--- src/rtl/rv32i_pkg.sv ---
// Shared RV32I definitions: datapath widths, reset/NOP constants, base opcodes
// and the fetch buffer entry layout.
package rv32i_pkg;

  localparam int unsigned XLEN = 32;
  localparam int unsigned ILEN = 32;

  localparam logic [XLEN-1:0] RESET_PC_DEFAULT = 32'h0000_0000;
  localparam logic [ILEN-1:0] NOP              = 32'h0000_0013;

  localparam logic [6:0] OPC_LOAD     = 7'b000_0011;
  localparam logic [6:0] OPC_MISC_MEM = 7'b000_1111;
  localparam logic [6:0] OPC_OP_IMM   = 7'b001_0011;
  localparam logic [6:0] OPC_AUIPC    = 7'b001_0111;
  localparam logic [6:0] OPC_STORE    = 7'b010_0011;
  localparam logic [6:0] OPC_OP       = 7'b011_0011;
  localparam logic [6:0] OPC_LUI      = 7'b011_0111;
  localparam logic [6:0] OPC_BRANCH   = 7'b110_0011;
  localparam logic [6:0] OPC_JALR     = 7'b110_0111;
  localparam logic [6:0] OPC_JAL      = 7'b110_1111;
  localparam logic [6:0] OPC_SYSTEM   = 7'b111_0011;

  typedef struct packed {
    logic [XLEN-1:0] pc;
    logic [ILEN-1:0] word;
  } fetch_entry_t;

  function automatic logic [XLEN-1:0] word_align(input logic [XLEN-1:0] addr);
    return {addr[XLEN-1:2], 2'b00};
  endfunction

endpackage

--- src/rtl/fetch_fifo.sv ---
// Synchronous FIFO with modulo-DEPTH pointers and a synchronous flush that
// overrides push/pop; the head output holds its last value while empty.
module fetch_fifo #(
  parameter int unsigned       DEPTH      = 3,
  parameter int unsigned       WIDTH      = 64,
  parameter logic [WIDTH-1:0]  RESET_DATA = '0,
  localparam int unsigned      CNT_W      = $clog2(DEPTH + 1),
  localparam int unsigned      PTR_W      = $clog2(DEPTH)
) (
  input  logic             clk,
  input  logic             rst_n,
  input  logic             flush_i,
  input  logic             push_i,
  input  logic [WIDTH-1:0] push_data_i,
  input  logic             pop_i,
  output logic [WIDTH-1:0] head_o,
  output logic [CNT_W-1:0] count_o
);

  logic [WIDTH-1:0] mem_q [DEPTH];
  logic [WIDTH-1:0] hold_q;
  logic [PTR_W-1:0] rd_ptr_q, rd_ptr_d;
  logic [PTR_W-1:0] wr_ptr_q, wr_ptr_d;
  logic [CNT_W-1:0] count_q, count_d;
  logic             do_push, do_pop;

  function automatic logic [PTR_W-1:0] ptr_inc(input logic [PTR_W-1:0] p);
    return (p == PTR_W'(DEPTH - 1)) ? '0 : p + PTR_W'(1);
  endfunction

  always_comb begin
    do_push  = push_i & ~flush_i;
    do_pop   = pop_i & ~flush_i & (count_q != '0);
    rd_ptr_d = rd_ptr_q;
    wr_ptr_d = wr_ptr_q;
    count_d  = count_q;
    if (flush_i) begin
      rd_ptr_d = '0;
      wr_ptr_d = '0;
      count_d  = '0;
    end else begin
      if (do_push) wr_ptr_d = ptr_inc(wr_ptr_q);
      if (do_pop)  rd_ptr_d = ptr_inc(rd_ptr_q);
      count_d = count_q + CNT_W'(do_push) - CNT_W'(do_pop);
    end
  end

  always_ff @(posedge clk or negedge rst_n) begin
    if (!rst_n) begin
      rd_ptr_q <= '0;
      wr_ptr_q <= '0;
      count_q  <= '0;
      hold_q   <= RESET_DATA;
    end else begin
      rd_ptr_q <= rd_ptr_d;
      wr_ptr_q <= wr_ptr_d;
      count_q  <= count_d;
      hold_q   <= head_o;
    end
  end

  // Storage needs no reset: entries are only visible once written.
  always_ff @(posedge clk) begin
    if (do_push) mem_q[wr_ptr_q] <= push_data_i;
  end

  assign head_o  = (count_q != '0) ? mem_q[rd_ptr_q] : hold_q;
  assign count_o = count_q;

endmodule

--- src/rtl/instruction_fetch.sv ---
// RV32I fetch stage: credit-limited word fetches into a small buffer, delivered
// to decode over valid/ready; redirects flush the buffer and drop in-flight data.
module instruction_fetch
  import rv32i_pkg::*;
#(
  parameter logic [XLEN-1:0] RESET_PC = RESET_PC_DEFAULT,
  parameter int unsigned     DEPTH    = 3
) (
  input  logic            clk,
  input  logic            rst_n,
  output logic            imem_req,
  output logic [XLEN-1:0] imem_addr,
  input  logic            imem_gnt,
  input  logic            imem_rvalid,
  input  logic [ILEN-1:0] imem_rdata,
  input  logic            redirect_valid,
  input  logic [XLEN-1:0] redirect_pc,
  output logic            inst_valid,
  input  logic            inst_ready,
  output logic [ILEN-1:0] instruction,
  output logic [XLEN-1:0] inst_pc
);

  localparam int unsigned CNT_W = $clog2(DEPTH + 1);
  localparam int unsigned SUM_W = CNT_W + 1;

  logic [XLEN-1:0]  fetch_pc_q, fetch_pc_d;
  logic [XLEN-1:0]  resp_pc_q, resp_pc_d;
  logic [CNT_W-1:0] outstanding_q, outstanding_d;
  logic [CNT_W-1:0] drop_cnt_q, drop_cnt_d;
  logic [CNT_W-1:0] fifo_count;
  logic [XLEN-1:0]  redirect_tgt;
  logic             credit_ok, grant, push, pop;
  fetch_entry_t     head, push_entry;

  // Buffered plus in-flight words never exceed DEPTH, so a push always has room.
  assign credit_ok   = (SUM_W'(fifo_count) + SUM_W'(outstanding_q)) < SUM_W'(DEPTH);
  assign imem_req    = rst_n & ~redirect_valid & credit_ok;
  assign imem_addr   = fetch_pc_q;
  assign inst_valid  = (fifo_count != '0) & ~redirect_valid;
  assign instruction = head.word;
  assign inst_pc     = head.pc;

  always_comb begin
    grant         = imem_req & imem_gnt;
    pop           = inst_valid & inst_ready;
    push          = imem_rvalid & (drop_cnt_q == '0) & ~redirect_valid;
    redirect_tgt  = word_align(redirect_pc);
    push_entry    = '{pc: resp_pc_q, word: imem_rdata};
    fetch_pc_d    = fetch_pc_q;
    resp_pc_d     = resp_pc_q;
    drop_cnt_d    = drop_cnt_q;
    outstanding_d = outstanding_q + CNT_W'(grant) - CNT_W'(imem_rvalid);
    if (redirect_valid) begin
      fetch_pc_d = redirect_tgt;
      resp_pc_d  = redirect_tgt;
      // Everything still in flight after this cycle belongs to the old path.
      drop_cnt_d = outstanding_q - CNT_W'(imem_rvalid);
    end else begin
      if (grant) fetch_pc_d = fetch_pc_q + XLEN'(4);
      if (push)  resp_pc_d  = resp_pc_q + XLEN'(4);
      if (imem_rvalid && (drop_cnt_q != '0)) drop_cnt_d = drop_cnt_q - CNT_W'(1);
    end
  end

  always_ff @(posedge clk or negedge rst_n) begin
    if (!rst_n) begin
      fetch_pc_q    <= RESET_PC;
      resp_pc_q     <= RESET_PC;
      outstanding_q <= '0;
      drop_cnt_q    <= '0;
    end else begin
      fetch_pc_q    <= fetch_pc_d;
      resp_pc_q     <= resp_pc_d;
      outstanding_q <= outstanding_d;
      drop_cnt_q    <= drop_cnt_d;
    end
  end

  fetch_fifo #(
    .DEPTH      (DEPTH),
    .WIDTH      (XLEN + ILEN),
    .RESET_DATA ({RESET_PC, {ILEN{1'b0}}})
  ) u_fifo (
    .clk         (clk),
    .rst_n       (rst_n),
    .flush_i     (redirect_valid),
    .push_i      (push),
    .push_data_i (push_entry),
    .pop_i       (pop),
    .head_o      (head),
    .count_o     (fifo_count)
  );

  a_rvalid_needs_outstanding: assert property (
    @(posedge clk) disable iff (!rst_n) !(imem_rvalid && (outstanding_q == '0)));

endmodule

--- config.mk ---
export PLATFORM = sky130hd
export DESIGN_NAME = instruction_fetch
export DESIGN_NICKNAME = d
export VERILOG_FILES = /design/src/rtl/rv32i_pkg.sv /design/src/rtl/fetch_fifo.sv /design/src/rtl/instruction_fetch.sv
export SDC_FILE = /design/constraint.sdc
export NUM_CORES = 1
export LEC_CHECK = 0
export CAP_MARGIN = 20
export CORE_MARGIN = 2
export CORE_UTILIZATION = 55
export CTS_CLUSTER_SIZE = 30
export DETAILED_ROUTE_END_ITERATION = 7
export PLACE_DENSITY = 0.8
export REMOVE_ABC_BUFFERS = 1
export SYNTH_ARGS = -nofsm -noshare
export SYNTH_HDL_FRONTEND = slang
export SYNTH_SLANG_ARGS = --single-unit
--- constraint.sdc ---
create_clock -name clk -period 9.25 [get_ports clk]
set_input_delay 1.85 -clock clk [delete_from_list [all_inputs] [get_ports clk]]
set_output_delay 1.85 -clock clk [all_outputs]
set_load 0.03 [all_outputs]
Word level (Yosys, flattened, before mapping)
Memories as Yosys holds them, arrays and structs flattened.
Index checks and enable logic that the tools add are counted.

cells by class
  add/subtract/negate cells = 11
  magnitude comparators = 1
  equal/unequal tests = 2
  multiplexer cells = 16
  bitwise logic cells = 11
  reduce and logical (&&, ||, !) cells = 9

operators by type and width
  operator                                                     count
  2-to-1 mux 32 bit                                            4
  adder 32 x 3 -> 32 bit (second input constant)               2
  2-to-1 mux 64 bit                                            1
  2-to-1 mux 2 bit                                             9
  nonzero test 2 bit                                           7
  AND 1 bit                                                    10
  subtractor 2 x 1 -> 2 bit                                    3
  adder 2 x 1 -> 2 bit                                         2
  adder 2 x 1 -> 2 bit (second input constant)                 2
  == test 2 bit (second input constant)                        2
  adder 2 x 2 -> 3 bit                                         1
  less-than comparator 3 x 2 -> 1 bit (second input constant)  1
  zero test 2 bit                                              1
  2-to-1 mux 1 bit                                             2
  subtractor 2 x 1 -> 2 bit (second input constant)            1
  logical AND 1 bit                                            1
  NOT 1 bit                                                    1

storage, ports and cells
  flip-flop bits (word level) = 138
  bits in writable memories = 192
  input bits = 70
  output and inout port bits = 98
  word-level logic and storage cells = 59
  memories = 1

memories
  memory        words  width  rd ports  clocked after memory_dff  write ports  RTL line          source
  u_fifo.mem_q  3      64     1         0                         1            fetch_fifo.sv:20  logic [WIDTH-1:0] mem_q [DEPTH];

Longest topological paths before layout
Gate-level depths: netlist of the first run.

  word-level depth = 7
  mapped depth = 12

By module
A second synthesis of the first run with hierarchy kept.

second synthesis, totals
  cell total of the unflattened synthesis = 992
  area total of the unflattened synthesis = 13,005.0 um2

modules (own cells, without submodules)
  module             instances  cells each  area an instance (um2)  sequential area each (um2)
  fetch_fifo         1          583         9,296.4                 7,517.2
  instruction_fetch  1          409         3,708.6                 1,601.5

Worst setup path before layout of the first run
Ideal clock, no wire load.

  kind = input -> register
  start point = in redirect_valid
  end point = mem u_fifo.mem_q[1][0] (enable)
  setup time = 0.657 ns
  data arrival time = 8.532 ns
  required time = 8.593 ns
  path slack = 0.061 ns
  stages = 2
  path buffers = 1
  cells stage by stage = clkbuf_1 > nor4b_1

between the ends
  word-level cells in the longest chain between the ends = 5

ends and longest elaborated chain
  what                                        RTL line                                   source
  start: declaration                          instruction_fetch.sv:16                    input logic redirect_valid,
  NOT 1 bit (*)                               fetch_fifo.sv:32, instruction_fetch.sv:47
  AND 1 bit                                   instruction_fetch.sv:47                    push = imem_rvalid & (drop_cnt_q == '0) & ~redirect_valid;
  AND 1 bit (*)                               fetch_fifo.sv:32                           do_push = push_i & ~flush_i;
  2-to-1 mux 1 bit (*)                        fetch_fifo.sv:64                           if (do_push) mem_q[wr_ptr_q] <= push_data_i;
  2-to-1 mux 1 bit (implied by the code) (*)  fetch_fifo.sv:64
  end: declaration                            fetch_fifo.sv:20

Mark *: on every way between the ends. The rest lies on a longest branch, timed or not.

Worst setup path after layout of the first run
  start point = reg u_fifo.count_q[1], in the netlist u_fifo.count_o[1]
  end point = out inst_pc[2]

between the ends
  word-level cells in the longest chain between the ends = 2

ends and longest elaborated chain
  what                      RTL line                 source
  start: declaration        fetch_fifo.sv:24         logic [CNT_W-1:0] count_q, count_d;
  start signal: assignment  fetch_fifo.sv:57         count_q <= count_d;
  nonzero test 2 bit        fetch_fifo.sv:67         assign head_o = (count_q != '0) ? mem_q[rd_ptr_q] : hold_q;
  2-to-1 mux 64 bit         fetch_fifo.sv:67
  end: declaration          instruction_fetch.sv:21  output logic [XLEN-1:0] inst_pc

No other way between the ends.

==> results by group, run 1 <==
Synthesis
  • FFs w/ async S/R, synth: 41.88%
  • Synth area leaders: edfxtp_1 43%, dfrtp_1 26%, mux2i_1 5.1%
  • Post-Synth Adder-Cell Area: 1.021%
  • Yosys top cell area share: 42.99%
  • Library cells used by synthesis: 47
  • Synthesized flop and latch total: 320
  • Syn Inst Count: 1024
  • Synth Flop Type: edfxtp_1
  • Mean Syn Cell Area: roughly 13 um2
  • Post-synth top cells: 186 x edfxtp_1, 134 x dfrtp_1, 111 x nand2_1
  • Simple-gate share of the synthesized area: 10.97%
  • Synth Area in Compound Gates: 8.725%
  • Mux contribution to synthesized area: 5.431%
  • Largest family of logic cells by synthesized area: simple AND/OR/NAND/NOR gates
  • EDFF count, synth: 186
  • Synth Area in XOR/XNOR: under 10%
  • Synth warn: 0
  • Dominant cell type by area after synthesis: edfxtp_1
  • Mapped Area: 12990 um2
  • Most used standard cell by instance count after synthesis: edfxtp_1
  • Fraction of the yosys area taken by sequential cells: 68.80%

STA
  • Final hold slack: 0.4822 ns
  • Final Hold Vio Count: 0
  • Fmax: 183.7 MHz
  • Measured slew at the worst slew-check pin: 1.043 ns
  • Clock skew: ~0.013 ns
  • Setup TNS: 0 ns
  • Max Slew Vio Count: 0
  • Rel. slew slack: 30.45%
  • RSZ-0062 raised after global routing: false
  • Period minus WS final: 5.444 ns
  • Final worst path period share: 58.85%
  • Final setup viols: 0

Pwr
  • Worst vdd ir: 0.1618 mV
  • Leak: between 0.005 and 0.006 uW
  • Pwr dens: about 280 nW/um2

Critical path
  • Delay of the slowest critical-path stage: 0.85 ns
  • Worst Path Arrival: ~3.6 ns
  • Flop2flop setup slack: 5.93 ns
  • R2r endpoint: outstanding_q[1]
  • Crit-path cells: nor2_4 -> buf_4 -> nand2_1 -> o21ai_0 -> clkdlybuf4s50_1
  • R2R depth: 10
  • Crit path capture type: output port
  • WP buf/inv: 2
  • CP required: between 7 and 8 ns
  • Critical path peak fanout: 98
  • Origin of the critical flop-to-flop path: u_fifo.count_o[0]
  • Worst path top cell family by delay: buffers and inverters
  • Startpoint types: flip-flop
  • WS Path Type: reg2out
  • Critical path's slowest cell: buf_4

Final layout
  • Final non-filler cell area: 16000 um2
  • Final Core Density: 68.59%
  • Syn-to-layout area delta: 23.18%
  • Filler cell count: 1645
  • Layout cells sized above 1: 6.750%
  • Layout net count: 1256
  • N_diodes: 0

CTS
  • CTS tree: done
  • Setup Buffers After CTS: 0
  • H-tree Lvls: 1
  • Root buf cell: clkbuf_16
  • CTS Hold Bufs: 0
  • Post_cts resized: 0
  • Clock Pin Slew Worst Setup and Hold Paths: roughly 0.060 ns
  • Clk buf depth: 3
  • Clk_lat worst skew: about 0.54 ns
  • TritonCTS Sinks: 320
  • TritonCTS Buffers: 31

Run
  • Max-cap violations: 0

Floorplanning
  • Die area: between 20000 and 25000 um2
  • Die X: 157.7 um
  • Die Y-Extent: 157.7 um
  • Initial Util: 55.68%
  • Top Ports: 168
  • # rows: 56
  • Placeable Area: roughly 23000 um2

Hold path
  • Hold depth: 1
  • Min-delay src: u_fifo.hold_q[32]
  • Hold/Removal Path Class: reg2reg
  • Hold endpoint: u_fifo.hold_q[32]

GRT
  • Met3 Usage GRT: between 4 and 5%
  • Largest net degree at the start of global routing: 101
  • Overflow after GRT: 0
  • GR Util met2: 40.21%
  • Initial antenna violation count: 0
  • First-pass GRT wire length: 45.06 mm
  • Met1 Use GR: 30.61%
  • Total global-route track usage: 23.28%
  • Via count of the first global-routing pass: 8633
  • Busiest layer in global routing: met2

Placed design
  • Placed instance area: 14910 um2
  • Port Buffers: 163
  • GP Congestion: approximately 0.85
  • DP HPWL: 17.80 mm

Route
  • Starting DRT DRC Count: 609
  • Pre-Repair DR Iteration Count: 7
  • Via count: 8503
  • Via density: ~5.6
  • Final wirelength: 28.96 mm
  • Residual DRC: 0
  • WL per Instance: 19.06 um
  • Post-route ant nets: 0

Status
  • Status: finished, final reports clean
area by class of cell:
class / count / area, um2 / area share, %
Sequential cell: 320 / 8946 / 55.90
Clock inverter: 17 / 237.7 / 1.485
Multi-Input combinational cell: 634 / 3799 / 23.74
Tap cell: 319 / 399.1 / 2.494
Timing Repair Buffer: 173 / 1703 / 10.64
Inverter: 16 / 60.06 / 0.3753
Clock buffer: 40 / 859.6 / 5.371
kinds of logic (layout without fill, tap and decap cells):
group,after synthesis,in the layout
AOI/OAI and AO/OA,205,205
other,1,2
adders and majority gates,10,10
muxes,70,70
xor gates and xnor gates,42,42
buffers and inverters,71,246
and+or+nand+nor,305,305
DFF,320,320
routing by layer:
| layer | share of wire [%] | up-vias |
|---|---|---|
| met5 | 0 | - |
| met4 | 1.6 | 0 |
| met3 | 6.4 | 35 |
| met2 | 49 | 258 |
| met1 | 43 | 4190 |
| li1 | - | 4020 |
worst max-delay path by stage:
stage,startpoint,to,slack (ns),depth (start not counted)
floorplan,imem_rvalid,u_fifo.mem_q[1][0],0.17,2
detailed placement,rst_n,imem_req,4.00,3
finish,u_fifo.count_o[1],inst_pc[2],3.81,5
global placement,rst_n,imem_req,4.02,3
CTS,u_fifo.count_o[1],inst_pc[2],3.72,5
global route,u_fifo.count_o[1],inst_pc[7],3.59,5
registers in the layout, indices dropped and copies added (netlist names):
signal	flops
drop_cnt_q	2
resp_pc_q	30
u_fifo.rd_ptr_q	2
imem_addr	30
u_fifo.count_o	2
u_fifo.mem_q	186
u_fifo.wr_ptr_q	2
outstanding_q	2
u_fifo.hold_q	64
cells in the final DEF (no fill, tap or decap), types with 11 or more instances in the layout:
master             n
nand4_1           23
xor2_1            27
clkdlybuf4s50_1  161
edfxtp_1         186
mux2i_1           66
nand2_1          111
o21ai_0           90
xnor2_1           15
inv_1             16
a21oi_1           78
o211ai_1          12
dfrtp_1          132
nor2_1            86
nand3_1           29
and2_1            11
clkbuf_16         31
power by group:
group          switching [uW]  total [uW]  internal [uW]  leakage [uW]
logic                     833        1340            507       0.00203
registers                 121        1850           1730       0.00332
clock network             518        1340            820      0.000547
total                    1470        4530           3050       0.00590
worst reg2reg max path, cell delays in order (launching register included):
cell     delay (ns)
dfrtp_1        0.43
ha_1           0.22
fa_1           0.45
nand2_1        0.09
and4_1         0.63
inv_1          0.51
ha_1           0.42
inv_1          0.04
ha_1           0.18
xnor2_1        0.17
xnor2_1        0.13
metrics by stage:
| stage | worst slack (ns) | std cells | total power, uW |
|---|---|---|---|
| 2_1_floorplan | 0.1706 | 970 | 2654 |
| 5_1_grt | 3.588 | 1519 | 4737 |
| 3_5_place_dp | 4.003 | 1462 | 3220 |
| 4_1_cts | 3.724 | 1519 | 4564 |
| 3_3_place_gp | 4.020 | 1462 | 3177 |
| 6_report | 3.806 | 1519 | 4527 |
Note: power is estimated with default switching activity, not from simulation.
==> run 2: changes to the inputs <==
==> constraint.sdc (replaced) <==
create_clock -name clk -period 5.2 [get_ports clk]
set_input_delay 1.04 -clock clk [delete_from_list [all_inputs] [get_ports clk]]
set_output_delay 1.04 -clock clk [all_outputs]
set_load 0.03 [all_outputs]
==> run 2 against run 1 <==
Clock skew increased by 0.0036 ns. Sequential share of layout area about the same. Sequential power increased by 77%. Clock power increased by 68%. Combinational power increased by 80%. Via count increased by 0.22%. First-iteration DRC count decreased by 22%. Non-clock buffer count increased by 4. Critical path type unchanged. Critical endpoint is now instruction[14]. Sequential cell count unchanged. Final area about the same. Critical path depth decreased by 1.
==> results by group, run 2 (synthesis results as in run 1) <==
CTS
  • Clk buf depth: 3
  • Root buf cell: clkbuf_16
  • CTS Hold Bufs: 0
  • Clock Pin Slew Worst Setup and Hold Paths: 0.06 ns
  • TritonCTS Sinks: 320
  • Post_cts resized: 0
  • Clk_lat worst skew: roughly 0.50 ns
  • Setup Buffers After CTS: 0
  • CTS tree: done
  • TritonCTS Buffers: 35
  • H-tree Lvls: 2

STA
  • Max Slew Vio Count: 0
  • Period minus WS final: 4.275 ns
  • Final worst path period share: 82.20%
  • Fmax: 233.9 MHz
  • Setup ws final: 0.9254 ns
  • Setup TNS: 0 ns
  • Measured slew at the worst slew-check pin: between 0.9 and 1 ns
  • RSZ-0062 raised after global routing: false
  • Final setup viols: 0
  • Final Hold Vio Count: 0
  • Clock skew: 0.01703 ns
  • Rel. slew slack: 35.53%

Critical path
  • Flop2flop setup slack: 2.23 ns
  • Crit path capture type: output port
  • Worst Path Arrival: between 3 and 4 ns
  • Worst setup endpoint: instruction[14]
  • WS Path Type: reg2out
  • Origin of the critical flop-to-flop path: u_fifo.count_o[0]
  • Startpoint types: flip-flop
  • Critical path peak fanout: 90
  • R2R depth: 11
  • CP Launch Point: u_fifo.rd_ptr_q[1]
  • R2r endpoint: outstanding_q[1]
  • CP required: 4.16 ns

Final layout
  • Layout cells sized above 1: 6.286%
  • Filler cell count: 1662
  • Largest register FFs: around 190
  • Register with the most flip-flops: u_fifo.mem_q
  • N_diodes: 0
  • Most common cell after layout, fill and taps aside: edfxtp_1
  • Post-Layout Cell Count: around 1500
  • Syn-to-layout area delta: 23.24%
  • Layout net count: 1264
  • Top Registers: u_fifo.mem_q: 186 flops, u_fifo.hold_q: 64 flops
  • Most frequent cells in the layout: 186 x edfxtp_1, 161 x clkdlybuf4s50_1, 132 x dfrtp_1

Run
  • Max-cap violations: 0

Floorplanning
  • Die area: roughly 25000 um2
  • Die Y-Extent: 157.7 um
  • Die X: 157.7 um
  • Top Ports: about 170
  • Placeable Area: between 20000 and 25000 um2
  • # rows: 56
  • Initial Util: 55.68%

Placed design
  • GP Congestion: between 0.8 and 0.9
  • DP HPWL: 17.92 mm
  • Inst Count DP: 1466
  • Pre-CTS setup slack: 1.477 ns
  • Port Buffers: 163

Route
  • Pre-Repair DR Iteration Count: 5
  • Via count: 8522
  • Via density: 5.577
  • WL per Instance: 18.65 um
  • Post-route ant nets: 0
  • Starting DRT DRC Count: roughly 480
  • Residual DRC: 0
  • Final wirelength: 28.50 mm

GRT
  • Initial antenna violation count: 0
  • Largest net degree at the start of global routing: 128
  • Total global-route track usage: ~23%
  • Overflow after GRT: 0
  • First-pass GRT wire length: about 44 mm
  • Via count of the first global-routing pass: 8614

Hold path
  • Hold/Removal Path Class: in2async

Pwr
  • Leak: 0.005886 uW
  • Pwr dens: 495.3 nW/um2
  • Worst vdd ir: 0.3837 mV

Status
  • Status: finished, final reports clean
[run 2: cell types whose count changed in the layout (fill, tap and decap cells not counted), moves of 3 or more]
| cell | previous run | this run |
|---|---|---|
| bufinv_16 | 6 | 1 |
| buf_12 | 0 | 3 |
| clkbuf_8 | 5 | 2 |
| clkinv_2 | 10 | 4 |
| clkbuf_16 | 31 | 35 |
| clkinv_1 | 0 | 7 |
| clkbuf_1 | 4 | 11 |
[run 2: stage by stage]
| step | total power, uW | instance area [um2] | util, % | hold slack, ns |
|---|---|---|---|---|
| 3_5_place_dp | 5742 | 14970 | 64.18 | 0.4689 |
| 6_report | 7931 | 16010 | 68.62 | 0.4571 |
| 2_1_floorplan | 4720 | 12770 | - | 0.4782 |
| 5_1_grt | 8311 | 16010 | 68.62 | 0.4750 |
| 4_1_cts | 8004 | 16010 | 68.62 | 0.4537 |
| 3_3_place_gp | 5667 | 14970 | 64.18 | 0.4640 |
[run 2: layout make-up]
type	instances	area (um2)	share of cell area (%)
Sequential cell	320	8946	55.87
Multi-Input combinational cell	634	3799	23.72
Timing Repair Buffer	177	1770	11.06
Clock buffer	48	944.7	5.900
Tap cell	319	399.1	2.493
Clock inverter	14	92.59	0.5783
Inverter	16	60.06	0.3751
[run 2: layer usage]
layer	global-route usage (%)	up-vias	wire length [um]
li1	-	4047	-
met1	30.45	4182	12080
met2	39.28	260	14170
met3	4.900	33	1805
met4	6.277	0	450
met5	0	-	0
[run 2: worst min-delay path by stage]
| stage | endpoint | cells after the start | from |
|---|---|---|---|
| floorplan | u_fifo.mem_q[0][63] | 0 | resp_pc_q[31] |
| detailed placement | u_fifo.hold_q[32] | 1 | u_fifo.hold_q[32] |
| CTS | u_fifo.hold_q[11] | 1 | rst_n |
| global route | u_fifo.hold_q[11] | 1 | rst_n |
| finish | u_fifo.hold_q[11] | 1 | rst_n |
| global placement | u_fifo.hold_q[32] | 1 | u_fifo.hold_q[32] |
[run 2: worst max-delay path, cell delays in order, from the launching register on]
cell	delay [ns]
dfrtp_4	1.04
buf_4	0.49
a21oi_1	0.11
o21ai_0	0.31
clkdlybuf4s50_1	0.74
[run 2: power breakdown]
| group | internal, uW | total (uW) | leakage [uW] | switching [uW] |
|---|---|---|---|---|
| Combinational | 916 | 2410 | 0.00206 | 1490 |
| Sequential | 3070 | 3280 | 0.00332 | 204 |
| Clock | 1320 | 2250 | 0.000504 | 927 |
==> run 3: changes to the inputs <==
==> constraint.sdc (replaced) <==
create_clock -name clk -period 4.22 [get_ports clk]
set_input_delay 0.844 -clock clk [delete_from_list [all_inputs] [get_ports clk]]
set_output_delay 0.844 -clock clk [all_outputs]
set_load 0.03 [all_outputs]
==> run 3 against run 2 <==
Clock skew is 0.0057 ns lower. Hold slack better by 0.030 ns. Cell count is 0.33% higher. First-iteration DRC count is 12% higher. Count of clock-buffer cells in the layout is 4 lower. Power is 26% higher. Combinational power is 25% higher. Global-route usage is 0.62 points higher. Final area is 0.96% higher. Utilization is 0.66 points higher. Register-to-register slack worse by 1.1 ns.
==> results by group, run 3 (synthesis results as in run 1) <==
Floorplanning
  • Initial Util: 55.68%
  • Top Ports: between 150 and 200
  • Die X: 157.7 um
  • Die area: 24870 um2
  • Die Y-Extent: 157.7 um
  • Placeable Area: 23330 um2
  • # rows: 56

CTS
  • Root buf cell: clkbuf_16
  • CTS tree: done
  • Clock Pin Slew Worst Setup and Hold Paths: about 0.06 ns
  • Clk buf depth: 3
  • H-tree Lvls: 2
  • Clk_lat worst skew: approximately 0.50 ns
  • Post_cts resized: 0
  • Setup Buffers After CTS: 0
  • CTS Hold Bufs: 0
  • TritonCTS Buffers: 34
  • TritonCTS Sinks: 320

Final layout
  • Layout net count: 1269
  • Largest register FFs: 186
  • N_diodes: 0
  • Register with the most flip-flops: u_fifo.mem_q
  • Filler cell count: 1683
  • Final Core Density: 69.28%
  • Most frequent cells in the layout: 186 x edfxtp_1, 161 x clkdlybuf4s50_1, 132 x dfrtp_1
  • Post-Layout Cell Count: roughly 1500
  • Layout cells sized above 1: under 10%
  • Most common cell after layout, fill and taps aside: edfxtp_1
  • Syn-to-layout area delta: 24.42%
  • Final non-filler cell area: 16170 um2
  • Top Registers: u_fifo.mem_q: 186 flops, u_fifo.hold_q: 64 flops

Placed design
  • Placed instance area: 15070 um2
  • GP Congestion: between 0.8 and 0.9
  • Inst Count DP: 1472
  • DP HPWL: between 15 and 20 mm
  • Port Buffers: 163

Pwr
  • Pwr dens: 616.9 nW/um2
  • Clock network power share: 29.2%
  • Switching fraction of total power: 32.70%
  • Leak: around 0.006 uW
  • Comb pwr share: 30.2%
  • Reg power frac: 40.6%
  • Pint: about 6700 uW
  • Worst vdd ir: 0.3339 mV
  • Net switching power: roughly 3300 uW

STA
  • Max Slew Vio Count: 0
  • Fmax: 251.0 MHz
  • RSZ-0062 raised after global routing: false
  • Final setup viols: 0
  • Clock skew: around 0.011 ns
  • Final Hold Vio Count: 0
  • Rel. slew slack: 27.81%
  • Final worst path period share: between 90% and 100%
  • Period minus WS final: about 4 ns
  • Measured slew at the worst slew-check pin: approximately 1.1 ns

Critical path
  • Worst setup endpoint: instruction[22]
  • R2R depth: 10
  • CP required: 3.38 ns
  • Origin of the critical flop-to-flop path: u_fifo.count_o[0]
  • Crit path capture type: output port
  • WS Path Type: reg2out
  • Worst Path Arrival: 3.14 ns
  • Startpoint types: flip-flop
  • R2r endpoint: outstanding_q[1]
  • Critical path peak fanout: 31
  • Flop2flop setup slack: 1.16 ns
  • CP Launch Point: u_fifo.count_o[1]

GRT
  • Via count of the first global-routing pass: approximately 8600
  • First-pass GRT wire length: ~45 mm
  • Largest net degree at the start of global routing: 78
  • Overflow after GRT: 0
  • Total global-route track usage: roughly a quarter
  • Initial antenna violation count: 1

Route
  • Post-route ant nets: 0
  • Via density: 5.629
  • Residual DRC: 0
  • Starting DRT DRC Count: 535
  • Final wirelength: 29.08 mm
  • Pre-Repair DR Iteration Count: 7
  • WL per Instance: 18.97 um
  • Via count: around 8600

Status
  • Status: finished, final reports clean

Run
  • Max-cap violations: 0

Hold path
  • Hold/Removal Path Class: reg2reg
[run 3: cell count changes in the layout (fill, tap and decap cells not counted), sizes merged]
| cell | delta |
|---|---|
| bufinv | +2 |
| clkbuf | -4 |
| buf | +6 |
| clkinv | +1 |
[run 3: worst min-delay path by stage]
stage / cells past startpoint / startpoint / slack [ns] / end
final: 1 / u_fifo.hold_q[33] / 0.49 / u_fifo.hold_q[33]
after global routing: 1 / u_fifo.hold_q[33] / 0.49 / u_fifo.hold_q[33]
after CTS: 1 / u_fifo.hold_q[33] / 0.49 / u_fifo.hold_q[33]
after detailed placement: 1 / u_fifo.hold_q[33] / 0.47 / u_fifo.hold_q[33]
after global placement: 1 / u_fifo.hold_q[33] / 0.47 / u_fifo.hold_q[33]
after floorplan: 0 / resp_pc_q[31] / 0.48 / u_fifo.mem_q[0][63]
[run 3: per-layer routing]
metal,vias to the layer above,track usage (%),wire (um)
met3,51,5.502,2281
met4,2,7.792,688
li1,4053,-,-
met5,-,0,13
met2,300,39.19,14110
met1,4223,31.40,11990
[run 3: power groups by stage]
stage / sequential, uW / combinational, uW / clock (uW)
2_1_floorplan: 4140 / 1680 / 0
3_3_place_gp: 4080 / 2950 / 0
3_5_place_dp: 4110 / 3020 / 0
4_1_cts: 4050 / 3030 / 2950
5_1_grt: 4100 / 3250 / 3080
6_report: 4050 / 3010 / 2910
[run 3: area by class of cell]
cell class                      instances  area [um2]  area share [%]
Multi-Input combinational cell        634        3799           23.50
Tap cell                              319       399.1           2.469
Clock inverter                         17       156.4          0.9675
Sequential cell                       320        8946           55.34
Timing Repair Buffer                  183        1866           11.54
Inverter                               16       60.06          0.3715
Clock buffer                           44       939.7           5.813
[run 3: stage by stage]
step | total power [uW] | setup TNS [ns] | hold slack (ns) | worst slack, ns
after floorplan | 5817 | -888.95 | 0.4782 | -3.853
after global placement | 7039 | 0 | 0.4659 | 0.8510
after detailed placement | 7128 | 0 | 0.4717 | 0.7503
after CTS | 10040 | 0 | 0.4887 | 0.2177
after global routing | 10430 | 0 | 0.4947 | 0.1024
final | 9973 | 0 | 0.4874 | 0.2363
[run 3: worst max-delay path, stage by stage (launching register included)]
cell and delay [ns]:
dfrtp_1 0.45, nor2_4 0.79, buf_4 0.36, nand2_1 0.08, o21ai_0 0.15, clkdlybuf4s50_1 0.76
